### config.mk
export PLATFORM = sky130hd
export DESIGN_NAME = synapse_mac
export DESIGN_NICKNAME = d
export VERILOG_FILES = /design/src/rtl/synapse_mac_pkg.sv /design/src/rtl/synapse_mac_wmem.sv /design/src/rtl/synapse_mac.sv
export SDC_FILE = /design/constraint.sdc
export NUM_CORES = 2
export LEC_CHECK = 0
export CORE_ASPECT_RATIO = 0.6
export CORE_MARGIN = 1.5
export CORE_UTILIZATION = 60
export CTS_BUF_LIST = sky130_fd_sc_hd__clkbuf_8
export DETAILED_ROUTE_END_ITERATION = 12
export PLACE_DENSITY = 0.79
export SETUP_SLACK_MARGIN = 0.02
export SYNTH_ARGS = -nofsm -noshare
export SYNTH_HDL_FRONTEND = slang
export SYNTH_SLANG_ARGS = --single-unit
### constraint.sdc
create_clock -name clk -period 11 [get_ports clk]
set_input_delay 1.1 -clock clk [delete_from_list [all_inputs] [get_ports clk]]
set_output_delay 1.1 -clock clk [all_outputs]
set_load 0.01 [all_outputs]
### src/rtl/synapse_mac_pkg.sv
// Shared types and helpers for the synapse MAC processing element.
// SYN_SATURATE_EN selects clamping instead of wrapping when narrowing results.
package synapse_mac_pkg;

    typedef enum logic [1:0] {
        ST_IDLE  = 2'd0,
        ST_ACC   = 2'd1,
        ST_FLUSH = 2'd2,
        ST_OUT   = 2'd3
    } syn_state_e;

    localparam int SYN_MAX_W = 128;

    // Full-precision accumulator: one product plus log2(depth) of headroom
    function automatic int syn_acc_w(input int dw, input int aw);
        return 2 * dw + aw;
    endfunction

    function automatic logic signed [SYN_MAX_W-1:0] syn_narrow(
        input logic signed [SYN_MAX_W-1:0] v,
        input int                          dw
    );
        logic signed [SYN_MAX_W-1:0] r;
`ifdef SYN_SATURATE_EN
        logic signed [SYN_MAX_W-1:0] one;
        logic signed [SYN_MAX_W-1:0] hi;
        logic signed [SYN_MAX_W-1:0] lo;
        one    = '0;
        one[0] = 1'b1;
        hi     = (one <<< (dw - 1)) - one;
        lo     = ~hi;
        if (v > hi) begin
            r = hi;
        end else if (v < lo) begin
            r = lo;
        end else begin
            r = v;
        end
`else
        // Keep the low dw bits, sign-extended (two's-complement wrap)
        r = (v <<< (SYN_MAX_W - dw)) >>> (SYN_MAX_W - dw);
`endif
        return r;
    endfunction

endpackage

### src/rtl/synapse_mac_wmem.sv
// Weight store: one synchronous write port, one combinational read port.
// No reset, so weights survive a PE reset.
module syn_wmem #(
    parameter int DATA_W = 16,
    parameter int ADDR_W = 6
) (
    input  logic              clk,
    input  logic              wr_en,
    input  logic [ADDR_W-1:0] wr_addr,
    input  logic [DATA_W-1:0] wr_data,
    input  logic [ADDR_W-1:0] rd_addr,
    output logic [DATA_W-1:0] rd_data
);

    logic [DATA_W-1:0] mem_q [2**ADDR_W];

    always_ff @(posedge clk) begin
        if (wr_en) begin
            mem_q[wr_addr] <= wr_data;
        end
    end

    // Same-cycle write to rd_addr shows the old weight until the edge
    assign rd_data = mem_q[rd_addr];

endmodule

### src/rtl/synapse_mac.sv
// Synapse processing element: streams activations against stored weights.
// Build with SYN_SATURATE_EN to clamp results instead of wrapping them.
module synapse_mac
    import synapse_mac_pkg::*;
#(
    parameter int DATA_W = 16,
    parameter int ADDR_W = 6
) (
    input  logic              clk,
    input  logic              rst,
    input  logic              wr_en,
    input  logic [ADDR_W-1:0] wr_addr,
    input  logic [DATA_W-1:0] wr_data,
    input  logic              start,
    input  logic [ADDR_W:0]   cfg_len,
    input  logic [4:0]        cfg_shift,
    input  logic              in_valid,
    input  logic [DATA_W-1:0] in_data,
    output logic              in_ready,
    output logic              fwd_valid,
    output logic [DATA_W-1:0] fwd_data,
    output logic              out_valid,
    output logic [DATA_W-1:0] out_data,
    input  logic              out_ready,
    output logic              busy
);

    localparam int ACC_W  = syn_acc_w(DATA_W, ADDR_W);
    localparam int PROD_W = 2 * DATA_W;
    localparam logic [ADDR_W-1:0] IDX_ONE = 1;
    localparam logic [ADDR_W:0]   LEN_ONE = 1;

    syn_state_e               state_q, state_d;
    logic [ADDR_W:0]          len_q, len_d;
    logic [4:0]               shift_q, shift_d;
    logic [ADDR_W-1:0]        idx_q, idx_d;
    logic signed [ACC_W-1:0]  acc_q, acc_d;
    logic [PROD_W-1:0]        prod_q, prod_d;
    logic                     prod_vld_q, prod_vld_d;
    logic                     fwd_valid_q, fwd_valid_d;
    logic [DATA_W-1:0]        fwd_data_q, fwd_data_d;

    logic [DATA_W-1:0]        w_rd;
    logic                     hs;
    logic                     last;
    logic [PROD_W-1:0]        a_x;
    logic [PROD_W-1:0]        w_x;
    logic [ACC_W-1:0]         prod_ext;
    logic signed [ACC_W-1:0]  shifted;
    logic [SYN_MAX_W-1:0]     out_wide;

    syn_wmem #(
        .DATA_W (DATA_W),
        .ADDR_W (ADDR_W)
    ) u_wmem (
        .clk     (clk),
        .wr_en   (wr_en),
        .wr_addr (wr_addr),
        .wr_data (wr_data),
        .rd_addr (idx_q),
        .rd_data (w_rd)
    );

    assign in_ready  = (state_q == ST_ACC);
    assign out_valid = (state_q == ST_OUT);
    assign busy      = (state_q != ST_IDLE);
    assign hs        = in_valid & in_ready;
    assign last      = ({1'b0, idx_q} == (len_q - LEN_ONE));

    // Sign-extend operands so the low PROD_W bits are the signed product
    assign a_x      = {{DATA_W{in_data[DATA_W-1]}}, in_data};
    assign w_x      = {{DATA_W{w_rd[DATA_W-1]}}, w_rd};
    assign prod_ext = {{ADDR_W{prod_q[PROD_W-1]}}, prod_q};

    assign shifted  = acc_q >>> shift_q;
    assign out_wide = {{(SYN_MAX_W - ACC_W){shifted[ACC_W-1]}}, shifted};
    assign out_data = out_valid ? DATA_W'(syn_narrow(out_wide, DATA_W)) : '0;

    assign fwd_valid = fwd_valid_q;
    assign fwd_data  = fwd_data_q;

    always_comb begin
        state_d     = state_q;
        len_d       = len_q;
        shift_d     = shift_q;
        idx_d       = idx_q;
        acc_d       = acc_q;
        prod_d      = prod_q;
        prod_vld_d  = 1'b0;
        fwd_valid_d = hs;
        fwd_data_d  = hs ? in_data : fwd_data_q;
        if (prod_vld_q) begin
            acc_d = acc_q + prod_ext;
        end
        unique case (state_q)
            ST_IDLE: begin
                if (start) begin
                    len_d   = cfg_len;
                    shift_d = cfg_shift;
                    acc_d   = '0;
                    idx_d   = '0;
                    state_d = (cfg_len == '0) ? ST_OUT : ST_ACC;
                end
            end
            ST_ACC: begin
                if (hs) begin
                    prod_d     = a_x * w_x;
                    prod_vld_d = 1'b1;
                    idx_d      = idx_q + IDX_ONE;
                    if (last) begin
                        state_d = ST_FLUSH;
                    end
                end
            end
            ST_FLUSH: state_d = ST_OUT;
            ST_OUT: begin
                if (out_ready) begin
                    state_d = ST_IDLE;
                end
            end
            default: state_d = ST_IDLE;
        endcase
    end

    always_ff @(posedge clk) begin
        if (rst) begin
            state_q     <= ST_IDLE;
            len_q       <= '0;
            shift_q     <= '0;
            idx_q       <= '0;
            acc_q       <= '0;
            prod_q      <= '0;
            prod_vld_q  <= 1'b0;
            fwd_valid_q <= 1'b0;
            fwd_data_q  <= '0;
        end else begin
            state_q     <= state_d;
            len_q       <= len_d;
            shift_q     <= shift_d;
            idx_q       <= idx_d;
            acc_q       <= acc_d;
            prod_q      <= prod_d;
            prod_vld_q  <= prod_vld_d;
            fwd_valid_q <= fwd_valid_d;
            fwd_data_q  <= fwd_data_d;
        end
    end

endmodule

======== Word level (Yosys, flattened, before mapping) ========
Memory sizes are Yosys's and may differ from the RTL's. A register that Yosys moved wholly into a read port is not among the register bits.
Index checks and enable logic that the tools add are counted.
storage, ports and cells
  bits in registers ....................... 108
  latch bits .............................. 0
  bits in writable memories ............... 1024
  memory bits (read-only) ................. 0
  input port bits ......................... 56
  output and inout port bits .............. 36
  logic and storage cells ................. 52
  memories ................................ 1
memory list
  memory        words  width  rd ports  clocked after Yosys merged registers in  wr ports  line                    text
  u_wmem.mem_q  64     16     1         1                                        1         synapse_mac_wmem.sv:15  logic [DATA_W-1:0] mem_q [2**ADDR_W];
operators by class
  add/sub/neg operators ................... 3
  $mul .................................... 1
  div/mod/pow operators ................... 0
  magnitude comparators ................... 0
  equality and inequality tests ........... 8
  shift operators ......................... 1
  mux-type cells .......................... 18
  bitwise gates (word level) .............. 2
  reduce and logical (&&, ||, !) cells .... 9
operators with widths
  cell                   count
  $mux W38               3
  $add A38 B38 Y38       1
  $sshr A38 B5 Y16       1
  $mul A16 B16 Y32       1
  $mux W6                4
  $mux W16               1
  $pmux W6 S2            1
  $mux W2                5
  $pmux W2 S4            1
  $eq A6 B7 Y1           1
  $logic_not A7 Y1       1
  $sub A7 B1 Y7 const B  1
  $add A6 B1 Y6 const B  1
  $ne A2 B1 Y1 const B   3
  $eq A2 B2 Y1 const B   2
  $reduce_and A2 Y1      2
  $reduce_and A4 Y1      1
  $reduce_bool A2 Y1     2
  $mux W1                3
  $reduce_and A3 Y1      1
  $eq A2 B1 Y1 const B   1
  $logic_not A2 Y1       1
  $ne A2 B2 Y1 const B   1
  $reduce_or A2 Y1       1
  other kinds (2)        2

======== Logic depth before layout (Yosys ltp) ========
  depth in word-level cells ............... 6
  depth in mapped cells ................... 33
  depth with buffers taken out ............ 27

======== Cells and area by module ========
From an unflattened synthesis, not the netlist that was laid out.
second synthesis, totals
  cell total of the unflattened synthesis .. 3787
  area, all modules ....................... 57229.9 um^2
modules (own cells, without submodules)
  module       instances  cells an instance  area each (um^2)  seq. area each (um^2)
  syn_wmem     1          1813               39721.8           30749.5
  synapse_mac  1          1974               17508.0           2162.1

======== Worst setup path after synthesis ========
OpenSTA, ideal clock, no wires.
  path kind ............................... register -> register
  start point ............................. reg with a tool-made name
  end point ............................... reg prod_q[31]
  library setup time ...................... 0.117 ns
  arrival ................................. 8.113 ns
  required time ........................... 10.883 ns
  path slack .............................. 2.771 ns
  stages on the path, launching flop included .. 30
  buffers on the path ..................... 4
  period minus slack after synthesis ...... 8.229 ns
  cells stage by stage .................... dfxtp_1 buf_2 buf_6 buf_2 mux4_2 mux4_2 mux4_2 clkbuf_1 and2_1 fa_1 inv_1 fa_1 inv_1 fa_1 fa_1 fa_1 inv_1 fa_1 inv_1 ha_1 and3_1 a221o_1 a21oi_1 o21ai_0 a31oi_1 nor3_1 a2111oi_1 a21oi_1 xnor2_1 a22o_1
RTL lines
  item                    line                text
  end signal: assignment  synapse_mac.sv:142  prod_q <= prod_d;
  end: declaration        synapse_mac.sv:38   logic [PROD_W-1:0] prod_q, prod_d;

==> flow_summary.toml <==
[setup_path]
cp-start-kind = "flop"
critPathCaptureType = "flop"
crit_arrival_ps = 10300
worstPathRequired_ps = 11700
cp_max_fo = 33
critical_path_class = "reg2reg"

[clock_network]
cts_resized = 0
clk_pin_slew_ps = 60
post-cts-setup-buffer-count = 0
cts_root_buffer = "clkbuf_8"
h-tree-depth = 4
numCtsBuffers = 158
clk_latency_ps = 850
cts_tree = "done"
cts_hold_buf = 0
clock_sinks = 1138
cts_buffer_depth = 3

[grt]
track_usage_pct = 30.1
grt_pass1_vias = 31900
grt-ovfl-total = 0
grt_max_degree = 65
grt_pass1_wl_microns = 209000
antenna_found_initial = 3

[timing]
setup-violations-final = 0
hold_slack_ps = 457
timing.final.hold_violations = 0
clock_skew_ps = 45.6
finalCritPeriodShare_pct = 87.3
grt_setup_unrepaired = "no"
fin_crit_ps = 9600
max_slew_margin_pct = 10.6
fmax_mhz = 104
worst_pin_slew_ps = 1340
setup_tns_ps = 0
finalMaxSlewViolations = 0

[routing]
dr_wl_met3_microns = 19800
vias = 32700
first_iter_violations = 4511
final_antenna_net_count = 0
wirelength_microns = 141000
vias_per_cell = 6.40
top_layer = "met5"
post_drt_wl_per_cell_microns = 27.6
wl_met1_microns = 60200
wl_met2_microns = 58300
drc = 0
first_pass_iters = 6

[logic_synthesis]
synth_area_leaders = "edfxtp_1 (54%), mux4_2 (14%), fa_1 (9.3%), dfxtp_1 (4.0%), ha_1 (2.8%)"
yosys_warnings = 0
async_reset_ff_share_pct = 0
synth_area_per_cell_sq_um = 16.0
synth_edf_count = 1024
ys_seq_elements = 1138
synth_area_sq_um = 56700
synthDistinctLibCells = 67
syn-num-nets = 3996
netlist_instances = 3552
yosysSeqAreaShare_pct = 58.3
ys.flop_type = "edfxtp_1"
synth_top_area_share_pct = 54.2
yosysTopAreaCell = "edfxtp_1"

[min_path]
hold_class = "reg2reg"

[status]
status = "complete, no violations"

[place]
dp_hpwl_microns = 93200
place.gp.congestion = 0.948
dp_cells = 4819
numPortBuffers = 91
placed_area_sq_um = 59200

[floorplanning]
rows = 87
dieArea_sq_um = 96400
initial_core_util_pct = 60.4
die_y_microns = 241
die_x_microns = 400
core_sq_um = 93800
pin_count = 92

[cells_and_area]
layout.cells.non_filler = 5101
final_cell_mix = "edfxtp_1 (1024), inv_1 (367), mux4_2 (363), nand2_1 (271), fa_1 (263)"
final_layout_size_suffix_gt1_share_pct = 18.6
final_cell_area_sq_um = 62100
synthToLayoutAreaGrowth_pct = 9.53
num-nets-final = 4177
multi_input_comb_area_sq_um = 21700
final_common_cell = "edfxtp_1"
seq_area_sq_um = 33100
fillerInstances = 6249

[power]
p_int_uw = 10100
power_leakage_uw = 0.0217
switchingPower_uw = 6500
power_frac_clock_pct = 18.5
switching_share_pct = 39.2
power_frac_seq_pct = 29.3
irDropWorstVdd_mv = 0.702
power_density_nw_per_um2 = 267
combPwrFrac_pct = 52.3

[run]
max_cap_violations = 0
## per-stage QoR
stage | setup slack (ps) | utilization, % | power [uW]
after floorplan | 2770 | - | 11700
after global placement | 1680 | 63.1 | 13400
after detailed placement | 1490 | 63.1 | 13500
after CTS | 1440 | 66.2 | 16600
after global routing | 956 | 66.2 | 18000
final | 1400 | 66.2 | 16600
## layer usage
| metal | track usage [%] | up-vias |
|---|---|---|
| li1 | - | 13500 |
| met1 | 48.3 | 16700 |
| met2 | 40.0 | 2186 |
| met3 | 9.44 | 205 |
| met4 | 7.66 | 4 |
| met5 | 0.397 | - |
## sequential cells by signal, summed over array words and instances, names as in the netlist, named ones only
name          flops
fwd_data         16
idx_q             6
prod_vld_q        1
prod_q           32
u_wmem.mem_q   1024
shift_q           5
acc_q            38
fwd_valid         1
state_q           2
len_q             7
## power by group through the flow
stage | registers (uW) | logic (uW) | clock network [uW]
global route | 4860 | 9820 | 3280
detailed placement | 4950 | 8560 | 0
global placement | 4940 | 8410 | 0
CTS | 4850 | 8610 | 3110
floorplan | 4900 | 6810 | 0
finish | 4860 | 8670 | 3070
## cell type report
class,count,share of cell area [%]
Antenna cell,3,0.0121
Clock buffer,166,3.68
Clock inverter,113,0.969
Inverter,316,1.91
Multi-Input combinational cell,1927,35.0
Sequential cell,1138,53.2
Tap cell,1246,2.51
Timing Repair Buffer,192,2.69
## synth_stat cells (all sizes together) (9+ instances only)
library cell and n:
edfxtp 1024, mux4 363, inv 316, nand2 272
fa 263, nor2 165, and2 162, a21oi 137
ha 125, dfxtp 114, clkbuf 107, buf 64
mux2i 64, o21ai 54, xnor2 52, a21o 30
nor2b 28, xor2 22, nand3 21, a211oi 20
o21bai 13, a31oi 12, and3 12, nand3b 9
## critical path, cell delays in order, from the launching register on
cell and delay (ps):
dfxtp_4 550, buf_4 590, mux4_2 600, mux4_2 550, mux4_2 690, and2_1 290
fa_1 740, inv_1 120, fa_1 580, fa_1 450, fa_1 580, fa_1 440
fa_1 490, inv_1 40, ha_1 330, a21o_1 190, a221o_1 350, a21oi_1 190
o21ai_0 120, a31oi_1 340, nor3_1 100, a2111oi_1 570, a21oi_1 160, xnor2_1 180
a22o_1 190
## cell families (layout without fill, tap and decap cells)
group,count (synthesis),count (layout),synth area share [%]
DFF,1138,1138,58.3
and+or+nand+nor,711,711,5.93
buffers and inverters,487,787,3.47
muxes,435,435,15.7
adders and majority gates,388,388,12.0
AOI/OAI and AO/OA,319,319,3.46
xor gates and xnor gates,74,74,1.14
other,0,3,0
## final timing paths
| kind | from | to | slack (ps) | depth (start not counted) |
|---|---|---|---|---|
| max | flop | prod_q[31] | 1400 | 24 |
| min | fwd_data[11] | fwd_data[11] | 460 | 2 |
| max reg2reg | flop | prod_q[31] | 1400 | 24 |
| min reg2reg | fwd_data[11] | fwd_data[11] | 460 | 2 |
No activity file was read; power rests on OpenSTA's default activity.
